$ cat src/rtl/arb_pkg.sv
// ----------------------------------------------------------------------------
// arb_pkg
//   Shared definitions for the LRU grant arbiter.
//   - arb_state_t / IDLE / GRANT : FSM state encoding
//   - GRANT_NONE                 : all-ones grant number, sliced to width by users
//   - arb_idx_t / arb_gnum_t     : index / grant-number types for the default
//                                  4-requester configuration
//   Optional feature macro used by the arbiter: ARB_LOCK_EN
// ----------------------------------------------------------------------------
package arb_pkg;

    localparam int unsigned ARB_CANDIDATE_DEF = 4;
    localparam int unsigned ARB_IDX_W_DEF     = $clog2(ARB_CANDIDATE_DEF);

    typedef logic [ARB_IDX_W_DEF-1:0] arb_idx_t;
    typedef logic [ARB_IDX_W_DEF:0]   arb_gnum_t;

    // Wide enough for any practical IDX_W; users slice [IDX_W:0].
    localparam logic [31:0] GRANT_NONE = '1;

    typedef logic [0:0] arb_state_t;
    localparam arb_state_t IDLE  = 1'b0;
    localparam arb_state_t GRANT = 1'b1;

endpackage

$ cat src/rtl/priority_rotator.sv
// ----------------------------------------------------------------------------
// priority_rotator
//   Combinational LRU update: the entry at the winner position moves to the
//   lowest-priority slot (CANDIDATE-1); entries behind it move up one slot.
//   Ports:
//     i_perm     : current permutation, [0] = highest priority
//     i_win_pos  : position of the winner inside i_perm
//     o_perm     : rotated permutation
// ----------------------------------------------------------------------------
module priority_rotator
    import arb_pkg::*;
#(
    parameter int unsigned CANDIDATE = 4,
    parameter int unsigned IDX_W     = 2
) (
    input  logic [CANDIDATE-1:0][IDX_W-1:0] i_perm,
    input  logic [IDX_W-1:0]                i_win_pos,
    output logic [CANDIDATE-1:0][IDX_W-1:0] o_perm
);

    always_comb begin
        o_perm = i_perm;
        for (int unsigned p = 0; p < CANDIDATE - 1; p++) begin
            if (IDX_W'(p) >= i_win_pos) begin
                o_perm[p] = i_perm[p+1];
            end
        end
        o_perm[CANDIDATE-1] = i_perm[i_win_pos];
    end

endmodule

$ cat src/rtl/lru_grant_arbiter.sv
// ----------------------------------------------------------------------------
// lru_grant_arbiter
//   Registered N-way arbiter with least-recently-granted priority and a
//   valid/ready grant handshake. One grant outstanding at a time; an accepted
//   grant rotates its owner to lowest priority and re-arbitrates in the same
//   cycle (no bubble between back-to-back grants).
//   Ports:
//     clk, rst        : clock, synchronous active-high reset
//     request_vec     : bit i = requester i wants the port
//     grant_ready     : downstream accepts the current grant this cycle
//     grant_valid     : grant_number / grant_onehot are valid
//     grant_number    : {1'b0, idx} when valid, all-ones when not
//     grant_onehot    : one-hot of granted idx, zero when not valid
//     priority_array  : current permutation, [0] = highest priority
//     lock_vec        : (ARB_LOCK_EN only) hold the grant after this beat
//   Optional feature macro: ARB_LOCK_EN
// ----------------------------------------------------------------------------
module lru_grant_arbiter
    import arb_pkg::*;
#(
    parameter  int unsigned CANDIDATE = 4,
    localparam int unsigned IDX_W     = $clog2(CANDIDATE)
) (
    input  logic                            clk,
    input  logic                            rst,
    input  logic [CANDIDATE-1:0]            request_vec,
    input  logic                            grant_ready,
`ifdef ARB_LOCK_EN
    input  logic [CANDIDATE-1:0]            lock_vec,
`endif
    output logic                            grant_valid,
    output logic [IDX_W:0]                  grant_number,
    output logic [CANDIDATE-1:0]            grant_onehot,
    output logic [CANDIDATE-1:0][IDX_W-1:0] priority_array
);

    arb_state_t                      r_state;
    logic [CANDIDATE-1:0][IDX_W-1:0] r_perm;
    logic [IDX_W-1:0]                r_win_pos;
    logic [IDX_W-1:0]                r_win_idx;
    logic                            r_valid;
    logic [IDX_W:0]                  r_number;
    logic [CANDIDATE-1:0]            r_onehot;

    arb_state_t                      w_state_n;
    logic [CANDIDATE-1:0][IDX_W-1:0] w_perm_n;
    logic [IDX_W-1:0]                w_win_pos_n;
    logic [IDX_W-1:0]                w_win_idx_n;

    logic [CANDIDATE-1:0][IDX_W-1:0] w_rot_perm;
    logic                            w_cur_found;
    logic [IDX_W-1:0]                w_cur_pos;
    logic                            w_rot_found;
    logic [IDX_W-1:0]                w_rot_pos;
    logic                            w_handshake;
    logic                            w_lock_hold;

    priority_rotator #(
        .CANDIDATE (CANDIDATE),
        .IDX_W     (IDX_W)
    ) u_rotator (
        .i_perm    (r_perm),
        .i_win_pos (r_win_pos),
        .o_perm    (w_rot_perm)
    );

    // Winner search over the current and the post-handshake permutation.
    // Scanning from the back makes the lowest matching position win.
    always_comb begin
        w_cur_found = 1'b0;
        w_cur_pos   = '0;
        w_rot_found = 1'b0;
        w_rot_pos   = '0;
        for (int p = int'(CANDIDATE) - 1; p >= 0; p--) begin
            if (request_vec[r_perm[p]]) begin
                w_cur_found = 1'b1;
                w_cur_pos   = IDX_W'(p);
            end
            if (request_vec[w_rot_perm[p]]) begin
                w_rot_found = 1'b1;
                w_rot_pos   = IDX_W'(p);
            end
        end
    end

    assign w_handshake = (r_state == GRANT) && grant_ready;

`ifdef ARB_LOCK_EN
    assign w_lock_hold = lock_vec[r_win_idx];
`else
    assign w_lock_hold = 1'b0;
`endif

    always_comb begin
        w_state_n   = r_state;
        w_perm_n    = r_perm;
        w_win_pos_n = r_win_pos;
        w_win_idx_n = r_win_idx;
        case (r_state)
            IDLE: begin
                if (w_cur_found) begin
                    w_state_n   = GRANT;
                    w_win_pos_n = w_cur_pos;
                    w_win_idx_n = r_perm[w_cur_pos];
                end
            end
            GRANT: begin
                if (w_handshake) begin
                    if (!w_lock_hold) begin
                        w_perm_n = w_rot_perm;
                        if (w_rot_found) begin
                            w_win_pos_n = w_rot_pos;
                            w_win_idx_n = w_rot_perm[w_rot_pos];
                        end else begin
                            w_state_n = IDLE;
                        end
                    end
                end else if (!request_vec[r_win_idx]) begin
                    // Revoked: the old winner is not requesting, so it cannot
                    // be picked again; priority is left untouched.
                    if (w_cur_found) begin
                        w_win_pos_n = w_cur_pos;
                        w_win_idx_n = r_perm[w_cur_pos];
                    end else begin
                        w_state_n = IDLE;
                    end
                end
            end
            default: w_state_n = IDLE;
        endcase
    end

    always_ff @(posedge clk) begin
        if (rst) begin
            r_state   <= IDLE;
            r_win_pos <= '0;
            r_win_idx <= '0;
            r_valid   <= 1'b0;
            r_number  <= GRANT_NONE[IDX_W:0];
            r_onehot  <= '0;
            for (int unsigned i = 0; i < CANDIDATE; i++) begin
                r_perm[i] <= IDX_W'(i);
            end
        end else begin
            r_state   <= w_state_n;
            r_perm    <= w_perm_n;
            r_win_pos <= w_win_pos_n;
            r_win_idx <= w_win_idx_n;
            r_valid   <= (w_state_n == GRANT);
            if (w_state_n == GRANT) begin
                r_number <= {1'b0, w_win_idx_n};
                r_onehot <= CANDIDATE'(1) << w_win_idx_n;
            end else begin
                r_number <= GRANT_NONE[IDX_W:0];
                r_onehot <= '0;
            end
        end
    end

    assign grant_valid    = r_valid;
    assign grant_number   = r_number;
    assign grant_onehot   = r_onehot;
    assign priority_array = r_perm;

endmodule

$ cat config.mk
export PLATFORM = sky130hd
export DESIGN_NAME = lru_grant_arbiter
export DESIGN_NICKNAME = d
export VERILOG_FILES = /design/src/rtl/arb_pkg.sv /design/src/rtl/priority_rotator.sv /design/src/rtl/lru_grant_arbiter.sv
export SDC_FILE = /design/constraint.sdc
export NUM_CORES = 1
export LEC_CHECK = 0
export ABC_AREA = 1
export CAP_MARGIN = 20
export CORE_ASPECT_RATIO = 0.75
export CORE_MARGIN = 3
export CORE_UTILIZATION = 40
export DETAILED_ROUTE_END_ITERATION = 10
export GPL_ROUTABILITY_DRIVEN = 0
export GPL_TIMING_DRIVEN = 0
export PLACE_DENSITY = 0.72
export SETUP_SLACK_MARGIN = 0.05
export SYNTH_ARGS = -nofsm -noshare
export SYNTH_HDL_FRONTEND = slang
export SYNTH_HIERARCHICAL = 1
export SYNTH_SLANG_ARGS = --single-unit
export TNS_END_PERCENT = 50
$ cat constraint.sdc
create_clock -name clk -period 2.9 [get_ports clk]
set_input_delay 0.58 -clock clk [delete_from_list [all_inputs] [get_ports clk]]
set_output_delay 0.58 -clock clk [all_outputs]
set_load 0.02 [all_outputs]
==> results of run 1 <==
routing by layer:
metal,vias to the layer above,wire (microns)
li1,892,-
met1,788,2131
met2,72,1719
met3,4,412
met4,0,40
met5,-,0
report_power, final:
group	switching, uW	internal [uW]	leakage, uW
registers	36.8	323	0.000166
clock network	100	184	0.0000357
logic	389	221	0.000760
final timing paths:
kind                  start               to  depth (start not counted)
min            r_win_pos[0]     r_win_pos[0]                          2
max          request_vec[2]  grant_onehot[1]                         11
max reg2reg    r_win_pos[0]  grant_number[0]                         16
min reg2reg    r_win_pos[0]     r_win_pos[0]                          2
synthesized netlist by cell type (all sizes together) (2+ instances only):
library cell	number	area, sq um
nand2	102	402.9
o211ai	7	62.56
nand3	35	175.2
o21ai	16	80.08
buf	4	35.03
nor2	16	65.06
nor3	2	26.28
dfxtp	20	400.4
inv	39	148.9
clkbuf	2	7.510
a21oi	15	75.07
worst register-to-register path: cells and delay by family, from the launching register on:
family / cells / cell delay [ns]
AOI/OAI and AO/OA: 1 / 0.24
buffers and inverters: 2 / 0.25
and+or+nand+nor: 13 / 1.28
DFF: 1 / 0.35
layout make-up:
type,instances,share of cell area [%]
buffer,6,2.294
sequential,20,21.59
tap,50,3.374
timing repair buffer,20,10.80
multi-input combinational,198,50.07
clock inverter,1,1.619
inverter,39,8.030
clock buffer,3,2.227
cell families after synthesis:
family | Yosys count
simple gates | 157
buf+inv | 45
compound gates | 41
flops | 20
per-stage QoR:
| stage | hold slack (ns) | util [%] | worst slack, ns |
|---|---|---|---|
| finish | 0.5091 | 53.46 | 0.4453 |
| detailed placement | 0.4997 | 51.41 | 0.1882 |
| global route | 0.5484 | 53.46 | 0.2226 |
| floorplan | 0.4602 | - | 0.9627 |
| CTS | 0.5123 | 53.46 | 0.4596 |
| global placement | 0.4861 | 51.41 | 0.2070 |
registers in the layout, indices dropped and copies added (netlist names):
name,cells
grant_number,3
grant_valid,1
r_win_pos,2
priority_array,8
r_win_idx,2
grant_onehot,4
cell usage in the layout, fill, tap and decap left out, types with 2 or more instances in the layout:
master           count
nand2_1             96
nand3_1             35
inv_1               33
dfxtp_1             20
clkdlybuf4s50_1     20
a21oi_1             15
nor2_1              14
o21ai_0              8
o21ai_1              8
inv_2                5
o211ai_1             5
nand2_2              5
clkbuf_8             3
o211ai_2             2
nor2_2               2
clkbuf_1             2
buf_6                2
==> flow_metrics.py, run 1 <==
metrics = {
    "route": {
        "route.detailed.vias_per_inst": 5.211,
        "detail-route-antenna-nets": 0,
        "wirelength_mm": 4.304,
        "detail_route.wl_per_cell_microns": 12.77,
        "firstDrtPassIters": 5,
        "remaining_drc_errors": 0,
        "dr.first_iter.drc_count": 168,
        "routed-via-count": 1756,
    },
    "clocking": {
        "postCtsResizedCells": 0,
        "htree_num_levels": 1,
        "postCtsSetupBuffers": 0,
        "clock_tree_buf_depth": 2,
        "hold_fix_buffer_count_after_cts": 0,
        "worst_skew_pair.late_latency_ns": 0.26,
        "cts_made_buffers": 3,
        "cts.sink_count": 20,
        "tritoncts": "built",
        "clkTransAtPathRegs_ns": 0.08,
        "cell_at_the_root_of_the_clock_tree": "clkbuf_8",
    },
    "logic_synthesis": {
        "combinational_family_with_the_most_area_after_synthesis": "simple AND/OR/NAND/NOR gates",
        "ys_async_rst_share_pct": 0,
        "yosysSeqAreaShare_pct": 26.34,
        "synth_simple_gate_area_share_pct": 45.35,
        "synth_seq_cells": 20,
        "synth_compound_gate_area_share_pct": 15.72,
        "synthFlopType": "dfxtp_1",
        "yosysUniqueCellTypes": 26,
        "yosysWarnings": 6,
        "post_synthesis_share_of_cell_area_spent_on_full_adders_half_adders_and_majority_gates_pct": 0,
        "cell_count_after_synthesis": 263,
        "synth-edff-count": 0,
        "synth_xor_area_share_pct": 0,
        "syn-mean-instance-area_sq_um": 5.780,
        "muxShareOfSynthArea_pct": 0,
        "mappedNetlistNets": 270,
        "mappedNetlistArea_sq_um": 1520,
    },
    "setup_path": {
        "slowest_stage": "clkdlybuf4s50_1",
        "critPathKind": "primary input to flip-flop",
        "cp_num_buf_inv": 2,
        "critical_path.most_common_cell": "nand2_1",
        "critical_path.top_delay_family": "simple AND/OR/NAND/NOR gates",
        "critPathLaunchType": "primary input",
        "data_arrival_time_of_the_critical_path_ns": 2.61,
        "worst_ep_required_time_ns": 3.05,
        "cpPeakStageDelay_ns": 0.59,
        "cp-end-kind": "flip-flop",
        "worst-r2r-setup-slack_ns": 0.66,
        "worstPathMaxFanout": 7,
        "critical_path.cell_chain": "clkdlybuf4s50_1, nand2_1, nand3_1, nand2_1, nand2_1, nor2_1, inv_1, nor3_2, nor3_4, nand4_2, nor2_1",
    },
    "floorplan": {
        "floorplan.initialDensity_pct": 43.83,
        "die_width_microns": 77.19,
        "design.core.area_sq_um": 3468,
        "ioPinCount": 23,
        "placement_rows": 18,
        "chipHeight_microns": 59.39,
        "dieArea_sq_um": 4584,
    },
    "layout": {
        "finalNetCount": 295,
        "final_area_sq_um": 1854,
        "area_growth_synth_to_finish_pct": 21.98,
        "multi_input_gate_area_sq_um": 928.4,
        "layout.area.seq_sq_um": 400.4,
        "number_of_antenna_repair_diodes": 0,
        "instances_no_fill": 337,
        "final_layout_size_suffix_gt1_share_pct": 9.408,
        "final.fill_count": 369,
    },
    "worst_hold_path": {
        "worstHoldPathType": "flip-flop to flip-flop",
    },
    "sta": {
        "maxSlewHeadroom_pct": 68.69,
        "timing.fmax_mhz": 407.4,
        "setup_viol": 0,
        "fin_crit_ns": 2.455,
        "hold_viol": 0,
        "unrepaired_setup_endpoints_after_global_routing": "false",
        "final.period_utilization_pct": 84.65,
        "setup-tns-final_ns": 0,
        "clock-skew-final_ns": 0.002250,
        "report.final.slew_viol_count": 0,
        "worstMarginPinSlew_ns": 0.4696,
    },
    "placement": {
        "dpl-instance-area_sq_um": 1783,
        "placed_cells": 333,
        "detailed_place_hpwl_mm": 3.367,
        "portBuffers": 20,
    },
    "pwr": {
        "leakagePower_uw": 0.0009614,
        "totalPowerFinal_uw": 1255,
        "power.density_nw_per_um2": 676.8,
        "worst_vdd_ir_v": 0.0004443,
    },
    "global_routing": {
        "first_global_vias": 1487,
        "grt_first_pass_wirelength_mm": 7.293,
        "grt_util_all_layers_pct": 20.01,
        "met2_usage_pct": 27.80,
        "largest_net_degree_at_the_start_of_global_routing": 13,
        "grt_util_met1_pct": 29.87,
        "antenna_found_initial": 0,
        "gr-total-overflow": 0,
        "grt-busiest-layer": "met1",
        "grtUsageMet3_pct": 5.471,
    },
    "run": {
        "max_cap_violations": 0,
    },
    "status": {
        "status": "completed",
    },
}
(Power assumes the default switching activity.)
==> run 2, diff against run 1 <==
--- a/config.mk
+++ b/config.mk
@@ -13,7 +13,7 @@
 export DETAILED_ROUTE_END_ITERATION = 10
 export GPL_ROUTABILITY_DRIVEN = 0
 export GPL_TIMING_DRIVEN = 0
-export PLACE_DENSITY = 0.72
+export PLACE_DENSITY = 0.74
 export SETUP_SLACK_MARGIN = 0.05
 export SYNTH_ARGS = -nofsm -noshare
 export SYNTH_HDL_FRONTEND = slang
==> constraint.sdc (replaced) <==
create_clock -name clk -period 2.2 [get_ports clk]
set_input_delay 0.44 -clock clk [delete_from_list [all_inputs] [get_ports clk]]
set_output_delay 0.44 -clock clk [all_outputs]
set_load 0.02 [all_outputs]
==> run 2 against run 1 <==
  * Setup slack worse by 0.31 ns
  * Final area up 7.7%
  * Sequential power is 33% higher
  * Non-clock buffer count is 6 higher
  * Via count rose by 2.4%
  * Critical path type is now flip-flop to flip-flop
==> flow_metrics.py, run 2 (synthesis gave the netlist of run 1 again) <==
metrics = {
    "setup_path": {
        "critical_path.cell_chain": "buf_6, nand2_4, o21ai_1, inv_1, nand3_1, nand2_2, nand2_1, nand2_2, nand2_4, nand2_1, nand3_2, nand3_2, nand2_2, nand2_2, nor2_4, nand2_1",
        "cp_num_buf_inv": 2,
        "critPathLaunchType": "flip-flop",
        "critical_path.most_common_cell": "nand2_2",
        "worst_ep_required_time_ns": 2.35,
        "critical_path.top_delay_family": "simple AND/OR/NAND/NOR gates",
        "slowest_stage": "dfxtp_2",
        "worstPathMaxFanout": 5,
        "cp-end-kind": "flip-flop",
        "critPathKind": "flip-flop to flip-flop",
        "cpPeakStageDelay_ns": 0.37,
        "data_arrival_time_of_the_critical_path_ns": 2.22,
    },
    "floorplan": {
        "die_width_microns": 77.19,
        "design.core.area_sq_um": 3468,
        "chipHeight_microns": 59.39,
        "floorplan.initialDensity_pct": 43.83,
        "ioPinCount": 23,
        "placement_rows": 18,
        "dieArea_sq_um": 4584,
    },
    "layout": {
        "area_growth_synth_to_finish_pct": 31.36,
        "number_of_antenna_repair_diodes": 0,
        "final.fill_count": 341,
        "instances_no_fill": 343,
        "largest_reg_flops": 8,
        "finalNetCount": 301,
        "final_layout_size_suffix_gt1_share_pct": 21.16,
        "final_common_cell": "nand2_1",
        "top_library_cells_by_usage_in_the_layout_fill_and_taps_aside": "87 x nand2_1, 31 x inv_1, 29 x nand3_1, 18 x clkdlybuf4s50_1",
        "finalCoreUtilization_pct": 57.58,
    },
    "global_routing": {
        "antenna_found_initial": 0,
        "grt_util_all_layers_pct": 18.45,
        "grt_first_pass_wirelength_mm": 6.762,
        "first_global_vias": 1457,
        "largest_net_degree_at_the_start_of_global_routing": 13,
        "gr-total-overflow": 0,
    },
    "clocking": {
        "cts.sink_count": 20,
        "cts_made_buffers": 3,
        "htree_num_levels": 1,
        "tritoncts": "built",
        "clkTransAtPathRegs_ns": 0.08,
        "clock_tree_buf_depth": 2,
        "worst_skew_pair.late_latency_ns": 0.26,
        "cell_at_the_root_of_the_clock_tree": "clkbuf_8",
    },
    "sta": {
        "hold_viol": 0,
        "report.final.slew_viol_count": 0,
        "clock-skew-final_ns": 0.003585,
        "worstMarginPinSlew_ns": 0.4468,
        "timing.fmax_mhz": 484.1,
        "maxSlewHeadroom_pct": 70.21,
        "fin_crit_ns": 2.066,
        "final.period_utilization_pct": 93.89,
        "setup_viol": 0,
        "unrepaired_setup_endpoints_after_global_routing": "true",
        "fin_worst_hold_slack_ns": 0.5249,
    },
    "route": {
        "remaining_drc_errors": 0,
        "detail-route-antenna-nets": 0,
        "firstDrtPassIters": 5,
        "detail_route.wl_per_cell_microns": 13.06,
        "dr.first_iter.drc_count": 199,
        "route.detailed.vias_per_inst": 5.245,
        "wirelength_mm": 4.480,
        "routed-via-count": 1799,
    },
    "pwr": {
        "leakagePower_uw": 0.001024,
        "worst_vdd_ir_v": 0.0003731,
        "power.density_nw_per_um2": 896.4,
    },
    "placement": {
        "portBuffers": 20,
        "detailed_place_hpwl_mm": 3.287,
        "placed_cells": 333,
    },
    "worst_hold_path": {
        "worstHoldPathType": "flip-flop to flip-flop",
    },
    "run": {
        "max_cap_violations": 0,
    },
    "status": {
        "status": "completed",
    },
}
[run 2: worst reg2reg max path, delay by kind of cell, from the launching register on]
family	cells	cell delay (ns)
flops	1	0.37
simple gates	13	1.13
buf+inv	2	0.24
compound gates	1	0.23
[run 2: path summary, 6_finish.rpt]
kind | start | to | slack (ns) | cells after the start
setup reg to reg | r_win_pos[0] | grant_number[0] | 0.13 | 16
hold reg to reg | r_win_pos[1] | r_win_pos[1] | 0.52 | 2
setup / recovery | r_win_pos[0] | grant_number[0] | 0.13 | 16
hold / removal | r_win_pos[1] | r_win_pos[1] | 0.52 | 2
[run 2: repair_timing]
action	CTS	global route
resized for setup	7	28
pin swaps	0	10
cloned	0	1
hold buffers	0	0
setup endpoints to repair	7	9
buffers inserted	0	5
[run 2: report_power, final]
part / internal (uW) / switching, uW / leakage (uW) / total (uW)
Sequential: 429 / 50.9 / 0.000166 / 480
Combinational: 356 / 581 / 0.000822 / 937
Clock: 243 / 130 / 0.0000357 / 373
[run 2: area by class of cell]
cell class,instances,area (sq um),area share (%)
inverter,39,148.9,7.456
clock inverter,1,30.03,1.504
timing repair buffer,26,240.2,12.03
clock buffer,3,41.29,2.068
multi-input combinational,198,1025,51.32
buffer,6,42.54,2.130
sequential,20,406.6,20.36
tap,50,62.56,3.133
[run 2: per-layer routing]
metal	GRT usage, %	vias to the layer above	part of all wire [%]
met3	3.647	4	9.7
met4	5.330	0	0.96
met1	28.06	812	47
li1	-	902	-
met5	0	-	0
met2	26.08	81	42
[run 2: stage by stage]
step	setup slack (ns)	TNS (ns)	area (sq um)	power [uW]
5_1_grt	-0.05396	-0.1441	1997	1908
2_1_floorplan	0.2627	0	1520	1045
6_report	0.1345	0	1997	1790
3_3_place_gp	-0.3323	-2.592	1783	1263
4_1_cts	0.05665	0	1867	1657
3_5_place_dp	-0.3626	-2.746	1783	1273
